[src/rtl/hack_uart_loader.sv]
// UART boot loader: receives an 8N1 byte stream, parses AA/LEN/words/CHK packets
// and writes 16-bit instruction words into the ROM while holding the CPU in reset.
module hack_uart_loader #(
  parameter int CLKS_PER_BIT = 868,
  parameter int ROM_DEPTH    = 32768
) (
  input  logic        CLK_100MHz,
  input  logic        reset,
  input  logic        UART_RX,
  output logic        rom_we,
  output logic [14:0] rom_addr,
  output logic [15:0] rom_data,
  output logic        cpu_reset,
  output logic        load_ok,
  output logic        load_err
);

  localparam int CNT_W = $clog2(CLKS_PER_BIT);
  localparam logic [CNT_W-1:0] BIT_LAST  = CNT_W'(CLKS_PER_BIT - 1);
  localparam logic [CNT_W-1:0] HALF_LAST = CNT_W'(CLKS_PER_BIT / 2 - 1);
  localparam logic [16:0]      DEPTH_MAX = 17'(ROM_DEPTH);

  localparam logic [1:0] RX_IDLE  = 2'd0;
  localparam logic [1:0] RX_START = 2'd1;
  localparam logic [1:0] RX_DATA  = 2'd2;
  localparam logic [1:0] RX_STOP  = 2'd3;

  localparam logic [2:0] S_IDLE    = 3'd0;
  localparam logic [2:0] S_LEN_HI  = 3'd1;
  localparam logic [2:0] S_LEN_LO  = 3'd2;
  localparam logic [2:0] S_DATA_HI = 3'd3;
  localparam logic [2:0] S_DATA_LO = 3'd4;
  localparam logic [2:0] S_CHECK   = 3'd5;
  localparam logic [2:0] S_ERROR   = 3'd6;

  logic             rx_meta, rx_sync, rx_prev;
  logic [1:0]       rx_state;
  logic [CNT_W-1:0] clk_cnt;
  logic [2:0]       bit_idx;
  logic [7:0]       rx_byte;
  logic             byte_stb, frame_err;

  logic [2:0]       state;
  logic [7:0]       len_hi;
  logic [15:0]      len;
  logic [15:0]      word_cnt;
  logic [7:0]       checksum;

  // NOTE: the synchronizer resets to the idle-high level so a reset release
  // can never look like a falling edge, i.e. a false start bit.
  always_ff @(posedge CLK_100MHz) begin
    if (reset) begin
      rx_meta <= 1'b1;
      rx_sync <= 1'b1;
      rx_prev <= 1'b1;
    end else begin
      rx_meta <= UART_RX;
      rx_sync <= rx_meta;
      rx_prev <= rx_sync;
    end
  end

  // NOTE: all sequential state uses non-blocking assignments so every flop
  // updates from pre-edge values regardless of statement order.
  always_ff @(posedge CLK_100MHz) begin
    if (reset) begin
      rx_state  <= RX_IDLE;
      clk_cnt   <= '0;
      bit_idx   <= '0;
      rx_byte   <= '0;
      byte_stb  <= 1'b0;
      frame_err <= 1'b0;
    end else begin
      byte_stb  <= 1'b0;
      frame_err <= 1'b0;
      case (rx_state)
        RX_IDLE: begin
          if (rx_prev && !rx_sync) begin
            rx_state <= RX_START;
            clk_cnt  <= '0;
          end
        end
        RX_START: begin
          if (clk_cnt == HALF_LAST) begin
            clk_cnt <= '0;
            bit_idx <= '0;
            rx_state <= rx_sync ? RX_IDLE : RX_DATA;
          end else begin
            clk_cnt <= clk_cnt + 1'b1;
          end
        end
        RX_DATA: begin
          if (clk_cnt == BIT_LAST) begin
            clk_cnt <= '0;
            rx_byte <= {rx_sync, rx_byte[7:1]};
            if (bit_idx == 3'd7) rx_state <= RX_STOP;
            else                 bit_idx  <= bit_idx + 3'd1;
          end else begin
            clk_cnt <= clk_cnt + 1'b1;
          end
        end
        RX_STOP: begin
          if (clk_cnt == BIT_LAST) begin
            clk_cnt   <= '0;
            rx_state  <= RX_IDLE;
            byte_stb  <= rx_sync;
            frame_err <= !rx_sync;
          end else begin
            clk_cnt <= clk_cnt + 1'b1;
          end
        end
        default: rx_state <= RX_IDLE;
      endcase
    end
  end

  always_ff @(posedge CLK_100MHz) begin
    if (reset) begin
      state     <= S_IDLE;
      len_hi    <= '0;
      len       <= '0;
      word_cnt  <= '0;
      checksum  <= '0;
      rom_we    <= 1'b0;
      rom_addr  <= '0;
      rom_data  <= '0;
      cpu_reset <= 1'b0;
      load_ok   <= 1'b0;
      load_err  <= 1'b0;
    end else begin
      rom_we    <= 1'b0;
      // Registered from the current state, so it drops one cycle after IDLE is reached.
      cpu_reset <= (state != S_IDLE);
      if (rom_we) rom_addr <= rom_addr + 15'd1;

      if (byte_stb) begin
        case (state)
          S_IDLE, S_ERROR: begin
            if (rx_byte == 8'hAA) begin
              state    <= S_LEN_HI;
              load_ok  <= 1'b0;
              load_err <= 1'b0;
              checksum <= '0;
              rom_addr <= '0;
              word_cnt <= '0;
            end
          end
          S_LEN_HI: begin
            len_hi <= rx_byte;
            state  <= S_LEN_LO;
          end
          S_LEN_LO: begin
            len <= {len_hi, rx_byte};
            if ({len_hi, rx_byte} == 16'd0)                 state <= S_CHECK;
            else if ({1'b0, len_hi, rx_byte} > DEPTH_MAX)   state <= S_ERROR;
            else                                            state <= S_DATA_HI;
          end
          S_DATA_HI: begin
            rom_data[15:8] <= rx_byte;
            checksum       <= checksum + rx_byte;
            state          <= S_DATA_LO;
          end
          S_DATA_LO: begin
            rom_data[7:0] <= rx_byte;
            checksum      <= checksum + rx_byte;
            rom_we        <= 1'b1;
            word_cnt      <= word_cnt + 16'd1;
            state         <= (word_cnt + 16'd1 == len) ? S_CHECK : S_DATA_HI;
          end
          S_CHECK: begin
            if (rx_byte == checksum) begin
              load_ok <= 1'b1;
              state   <= S_IDLE;
            end else begin
              load_err <= 1'b1;
              state    <= S_ERROR;
            end
          end
          default: state <= S_ERROR;
        endcase
      end else if (frame_err && state != S_IDLE) begin
        load_err <= 1'b1;
        state    <= S_ERROR;
      end
    end
  end

endmodule

[config.mk]
export PLATFORM = sky130hd
export DESIGN_NAME = hack_uart_loader
export DESIGN_NICKNAME = d
export VERILOG_FILES = /design/src/rtl/hack_uart_loader.sv
export SDC_FILE = /design/constraint.sdc
export NUM_CORES = 1
export LEC_CHECK = 0
export BUFFER_PORTS_ARGS = -buffer_cell sky130_fd_sc_hd__buf_2
export CELL_PAD_IN_SITES_DETAIL_PLACEMENT = 0
export CELL_PAD_IN_SITES_GLOBAL_PLACEMENT = 2
export CORE_ASPECT_RATIO = 0.9
export CORE_UTILIZATION = 36
export DETAILED_ROUTE_END_ITERATION = 6
export GPL_TIMING_DRIVEN = 0
export PLACE_DENSITY_LB_ADDON = 0.1
export RECOVER_POWER = 50
export SYNTH_ARGS = -nofsm -noshare
export SYNTH_HDL_FRONTEND = slang
export SYNTH_SLANG_ARGS = --single-unit
export TNS_END_PERCENT = 20
[constraint.sdc]
create_clock -name CLK_100MHz -period 2.7 [get_ports CLK_100MHz]
set_input_delay 0.135 -clock CLK_100MHz [delete_from_list [all_inputs] [get_ports CLK_100MHz]]
set_output_delay 0.135 -clock CLK_100MHz [all_outputs]
set_load 0.01 [all_outputs]
==> Implementation_results.wiki, run 1 <==
{| class="wikitable"
! Metric !! Value
|-
| GP Congestion || 0.881
|-
| Wire length of the first global-routing pass || 25700 µm
|-
| Synthesized net count || 727
|-
| Clk_skew || 7.07 ps
|-
| Total number of vias || 5147
|-
| Die X-Extent || 134 µm
|-
| Hold Violations, Final || 0
|-
| Maximum clock frequency || 406 MHz
|-
| Cell area after placement || 6040 µm²
|-
| Kind of cell adding the most delay to the critical path || simple AND/OR/NAND/NOR gates
|-
| Most used flip-flop cell after synthesis || dfxtp_1
|-
| Pin count of the biggest net entering global routing || 17
|-
| Category of the worst setup path capture point || flop
|-
| Share of flip-flops with an asynchronous set or reset || 0%
|-
| Total grt overflow || 0
|-
| Share of synthesized cell area in and, or, nand and nor gates || 26.7%
|-
| Setup violation total in the final timing report || 0
|-
| Final Power || 4.10 mW
|-
| DP Cell Count || 945
|-
| DRC || 0
|-
| XOR/XNOR share of the synthesized area || 5.94%
|-
| Kind of critical path || reg2reg
|-
| Required arrival time at the worst endpoint || 2970 ps
|-
| Worst hold path type || in2reg
|-
| Final cell area excluding filler cells || 6600 µm²
|-
| DRT Pass-1 Iters || 4
|-
| CTS Buf Count || 17
|-
| Number of storage elements in the synthesis netlist || 114
|-
| Final HPWL DP || 11600 µm
|-
| Portion of netlist area occupied by mux cells || 3.04%
|-
| Rel. slew slack || 39.5%
|-
| Number of top-level pins || 38
|-
| Final number of max-transition violations || 0
|-
| Worst-Margin Slew || 901 ps
|-
| Antenna diodes || 0
|-
| Cell chain of the critical path || ha_1, nand3_1, nor4_1, xnor2_1, nand4_1, a2111oi_2, a21oi_1
|-
| Post-synth EDFFs || 0
|-
| Height of the die || 120 µm
|-
| Max H-tree Level || 4
|-
| Wirelength, routed || 16000 µm
|-
| Highest-count cells in the layout ignoring fill and taps || dfxtp_1, nand2_1, nor2_1, a21oi_1, clkbuf_1
|-
| Clock tree from TritonCTS || yes
|-
| Number of DRC markers after the initial detailed-route iteration || 243
|-
| Placeable core region || 15000 µm²
|-
| Proportion of synthesized chip area in sequential cells || 40.7%
|-
| Critical Path Max Stage Delay || 520 ps
|-
| Buffers and inverters on the worst path || 0
|-
| Fraction of final layout cells with drive strength greater than 1 || 5.89%
|-
| Total power divided by cell area || 621 nW/µm²
|-
| Maximum vdd ir drop || 0.465 mV
|-
| Leakage component of the power || 2.31 nW
|-
| WL per Instance || 16.3 µm
|-
| Worst Path Arrival || 2730 ps
|-
| Combinational family with the most area after synthesis || simple AND/OR/NAND/NOR gates
|-
| Via count normalized by instance count || 5.26
|-
| Crit path time final || 2460 ps
|-
| Final setup TNS || 0 ps
|-
| Rows || 42
|-
| Net count of the finished layout || 785
|-
| Max-cap viol count || 0
|-
| Synthesized-area fraction occupied by ao, oa, aoi and oai cells || 16.5%
|-
| Buffers added on ports || 37
|-
| Status || finished clean
|-
| Setup slack after placement || -173 ps
|-
| Clock-pin slew on the worst setup and hold paths || 60 ps
|-
| Number of distinct library cell variants in the gate-level netlist after synthesis || 55
|-
| Max stage delay cell, worst path || nor4_1
|-
| Die outline area || 16100 µm²
|-
| TritonCTS Sinks || 114
|-
| Setup crit start kind || flop
|-
| Number of global-route vias before repair || 4893
|-
| Non-filler cells in the finished layout || 979
|-
| Initial cell density of the core || 37.4%
|-
| Count of mapped cells out of synthesis || 710
|-
| Unrepaired setup endpoints after global routing || false
|-
| Mean instance size in the synthesized netlist || 7.89 µm²
|-
| CTS Root Cell || clkbuf_16
|-
| Adder and majority gate portion of the synthesized area || 3.26%
|-
| Synthesis warning total || 0
|-
| Antenna violations before repair || 0
|-
| Final ANT Viol Nets || 0
|-
| Most common cell after layout, fill and taps aside || dfxtp_1
|-
| Area added between synthesis and finish || 17.7%
|-
| Latest clock arrival within the worst-skew pair || 410 ps
|-
| Period utilization || 91.2%
|-
| Total Routing Usage GR || 20.9%
|-
| Crit path max fanout || 7
|-
| Fraction of the core area covered by cells at the end of the flow || 44.1%
|-
| Worst hold slack || 275 ps
|-
| Clk buf depth || 2
|-
| Post-Synthesis Cell Area || 5600 µm²
|-
| Setup ws final || 238 ps
|}
## cell usage after synthesis (all sizes together) (13+ instances only)
library cell  number  area share, %
dfxtp            114             41
nand2            112            7.5
nor2              82            5.5
a21oi             76            6.8
o21ai             33            2.9
clkbuf            32            2.1
xor2              20            3.1
nand3             19            1.7
nand4             18            2.0
xnor2             18            2.8
mux2i             17            3.0
inv               16            1.1
nor3              16            1.4
ha                13            2.9
## where the power goes
group	switching [mW]	internal, mW	total (mW)	leakage, nW
Sequential	0.0163	1.70	1.71	0.919
Combinational	0.135	0.0493	0.184	1.11
Clock	0.822	1.38	2.20	0.275
## flip-flops by register name, summed over array words and instances, names as in the netlist, 8 cells and up, named ones only
register  count
len          16
rom_addr     15
word_cnt     16
rx_byte       8
clk_cnt      10
len_hi        8
rom_data     16
checksum      8
## cell type report
cell class,count,area (µm²)
Timing Repair Buffer,39,154
Fill cell,1565,8380
Inverter,16,60.1
Buffer,37,153
Tap cell,198,248
Multi-Input combinational cell,543,3120
Clock inverter,13,136
Clock buffer,19,443
Sequential cell,114,2280
## worst paths after layout
| check | to | cells after the start | start | slack (ps) |
|---|---|---|---|---|
| worst max-delay path | state[1]$_SDFFE_PP0P_ | 7 | word_cnt[0]$_SDFFE_PP0P_ | 240 |
| worst min-delay path | rom_addr[0]$_SDFF_PP0_ | 3 | reset | 280 |
| worst max register to register | state[1]$_SDFFE_PP0P_ | 7 | word_cnt[0]$_SDFFE_PP0P_ | 240 |
| worst min register to register | rx_sync$_SDFF_PP1_ | 1 | rx_meta$_SDFF_PP1_ | 410 |
## kinds of logic (layout without fill, tap and decap cells)
family | after synthesis | count (layout)
multiplexers | 17 | 17
XOR/XNOR | 38 | 38
buffers and inverters | 53 | 124
flip-flops | 114 | 114
AO/OA/AOI/OAI | 158 | 158
adder cells (fa/ha/maj) | 14 | 14
AND/OR/NAND/NOR | 316 | 316
## worst register-to-register path, cell delays in order, from the launching register on
cell	delay [ps]
dfxtp_1	450
ha_1	310
nand3_1	200
nor4_1	520
xnor2_1	180
nand4_1	110
a2111oi_2	430
a21oi_1	120
## layer usage
metal / wire (µm) / vias up / global-route usage, % / part of all wire [%]
met4: 265 / 0 / 6.96 / 1.7
met1: 7960 / 2428 / 27.6 / 50
met2: 7140 / 75 / 33.1 / 45
li1: - / 2628 / - / -
met5: 0 / - / 0 / 0
met3: 602 / 16 / 5.24 / 3.8
## repair_timing
action,CTS,global route
cloned,0,0
gates resized for setup,2,1
buffers inserted,0,1
pin swaps,1,1
hold endpoints to repair,1,0
hold buffers,1,0
setup endpoints to repair,5,5
Power figures use the tool's default switching activity.
==> run 2: changes to the inputs <==
- CORE_MARGIN: default -> 2
==> run 2 against run 1 <==
Against the previous run: wire length is 0.63% higher; first-iteration DRC count is 50% higher; worst setup slack worse by 24 ps; design area increased by 0.85%; critical path depth down 1; largest cell class unchanged.
==> Implementation_results.wiki, run 2 (synthesis results as in run 1) <==
{| class="wikitable"
! Metric !! Value
|-
| Wirelength, routed || 16100 µm
|-
| Final number of max-transition violations || 0
|-
| Most used cell, CP || nor2_1
|-
| Via count normalized by instance count || 5.25
|-
| Worst-Margin Slew || 1140 ps
|-
| Wire length of the first global-routing pass || 25900 µm
|-
| Max-cap viol count || 0
|-
| Highest-count cells in the layout ignoring fill and taps || dfxtp_1, nand2_1, nor2_1, a21oi_1, clkbuf_1
|-
| Die X-Extent || 136 µm
|-
| Sequential Power Share || 40.1%
|-
| Height of the die || 122 µm
|-
| TritonCTS Sinks || 114
|-
| Number of DRC markers after the initial detailed-route iteration || 364
|-
| Switching power share of the total || 22.5%
|-
| Most common cell after layout, fill and taps aside || dfxtp_1
|-
| CTS Root Cell || clkbuf_16
|-
| Number of global-route vias before repair || 4867
|-
| Worst hold path type || in2reg
|-
| Worst Path Arrival || 2750 ps
|-
| Critical Path Max Stage Delay || 590 ps
|-
| Number of top-level pins || 38
|-
| Final ANT Viol Nets || 0
|-
| Category of the worst setup path capture point || flop
|-
| Max stage delay cell, worst path || or4_4
|-
| WL per Instance || 16.3 µm
|-
| Setup violation total in the final timing report || 0
|-
| Antenna violations before repair || 0
|-
| Status || finished clean
|-
| Period utilization || 92.1%
|-
| Area taken by multi-input logic gates || 3120 µm²
|-
| Met3 Routed Length || 508 µm
|-
| Clk buf depth || 2
|-
| Non-filler cells in the finished layout || 983
|-
| Total met2 wirelength after detailed routing || 7370 µm
|-
| Clk_skew || 7.85 ps
|-
| Fraction of the core area covered by cells at the end of the flow || 43.4%
|-
| FF/Latch Area || 2280 µm²
|-
| Final HPWL DP || 11500 µm
|-
| Die outline area || 16600 µm²
|-
| Rel. slew slack || 23.2%
|-
| Internal power || 3.31 mW
|-
| Crit path time final || 2490 ps
|-
| Top layer used by detailed routing || met4
|-
| Rows || 43
|-
| Total Routing Usage GR || 20.3%
|-
| DP Cell Count || 949
|-
| GP Congestion || 0.836
|-
| Crit path max fanout || 9
|-
| Fill cells || 1593
|-
| Required arrival time at the worst endpoint || 2970 ps
|-
| Total grt overflow || 0
|-
| Pin count of the biggest net entering global routing || 17
|-
| Largest registers || len x16, rom_data x16, word_cnt x16
|-
| Net switching power figure || 0.960 mW
|-
| Final setup TNS || 0 ps
|-
| Antenna diodes || 0
|-
| Hold Violations, Final || 0
|-
| Total number of vias || 5161
|-
| Maximum clock frequency || 402 MHz
|-
| Max H-tree Level || 4
|-
| Combinational share of power || 4.4%
|-
| DRC || 0
|-
| Buffers added on ports || 37
|-
| Setup crit start kind || flop
|-
| Initial cell density of the core || 36.5%
|-
| Placeable core region || 15300 µm²
|-
| Leakage component of the power || 2.33 nW
|-
| Total power divided by cell area || 641 nW/µm²
|-
| Unrepaired setup endpoints after global routing || false
|-
| M1 wire length || 8060 µm
|-
| Area added between synthesis and finish || 18.7%
|-
| Maximum vdd ir drop || 0.429 mV
|-
| Kind of critical path || reg2reg
|-
| Fraction of final layout cells with drive strength greater than 1 || 6.27%
|-
| DRT Pass-1 Iters || 6
|-
| Cell chain of the critical path || or4_4, nor3_1, o21a_1, nor2_1, a32oi_1, nor2_1
|-
| Net count of the finished layout || 785
|-
| Clock tree from TritonCTS || yes
|-
| Clock-pin slew on the worst setup and hold paths || 60 ps
|-
| Latest clock arrival within the worst-skew pair || 410 ps
|-
| CTS Buf Count || 17
|-
| Share of power burned in the clock network || 55.5%
|}
[run 2: changes by cell type in the layout (fill, tap and decap cells not counted)]
cell	before	now
and2_0	0	1
and2_1	4	3
bufinv_16	2	4
clkbuf_1	70	68
clkbuf_2	0	1
inv_6	1	0
nor2_1	82	81
nor2_2	0	1
[run 2: timing repair]
item                                    4_1_cts  5_1_grt
endpoints found under the setup margin        5        6
gates cloned                                  0        0
buffers inserted                              1        0
resized for setup                             2        4
pin swaps                                     1        0
hold endpoints to repair                      1        0
hold buffers                                  1        0
[run 2: power groups by stage]
stage	logic, mW	clock network [mW]	registers (mW)
after floorplan	0.125	0	1.74
after global placement	0.186	0	1.75
after detailed placement	0.185	0	1.75
after CTS	0.188	2.41	1.71
after global routing	0.210	2.49	1.71
final	0.189	2.37	1.71
[run 2: final timing paths]
path	slack [ps]	depth (start not counted)	endpoint	start
max	210	6	checksum[0]$_SDFFE_PP0P_	rx_byte[2]$_SDFFE_PP0P_
min	260	3	rom_addr[1]$_SDFF_PP0_	reset
max reg2reg	210	6	checksum[0]$_SDFFE_PP0P_	rx_byte[2]$_SDFFE_PP0P_
min reg2reg	410	1	rx_sync$_SDFF_PP1_	rx_meta$_SDFF_PP1_
[run 2: per-layer routing]
metal,vias up,track usage (%)
li1,2616,-
met1,2453,28.3
met2,81,32.1
met3,11,4.63
met4,0,4.88
met5,-,0
[run 2: area by class of cell]
type	count	area share, %
Multi-Input combinational cell	543	47.0
Sequential cell	114	34.3
Clock buffer	18	6.60
Tap cell	202	3.80
Clock inverter	14	2.82
Timing Repair Buffer	39	2.31
Buffer	37	2.31
Inverter	16	0.903
[run 2: worst max-delay path, delay by kind of cell, from the launching register on]
kind | cells | cell delay (ps)
AND/OR/NAND/NOR | 4 | 1200
flip-flops | 1 | 440
AO/OA/AOI/OAI | 2 | 700
[run 2: per-stage QoR]
| stage | setup WS (ps) | hold slack, ps | cell area (µm²) | total power [mW] |
|---|---|---|---|---|
| finish | 214 | 261 | 6650 | 4.27 |
| floorplan | 575 | 239 | 5600 | 1.87 |
| global route | 36.0 | 286 | 6650 | 4.42 |
| global placement | -197 | 326 | 6040 | 1.93 |
| CTS | 208 | 175 | 6690 | 4.31 |
| detailed placement | -191 | 321 | 6040 | 1.93 |
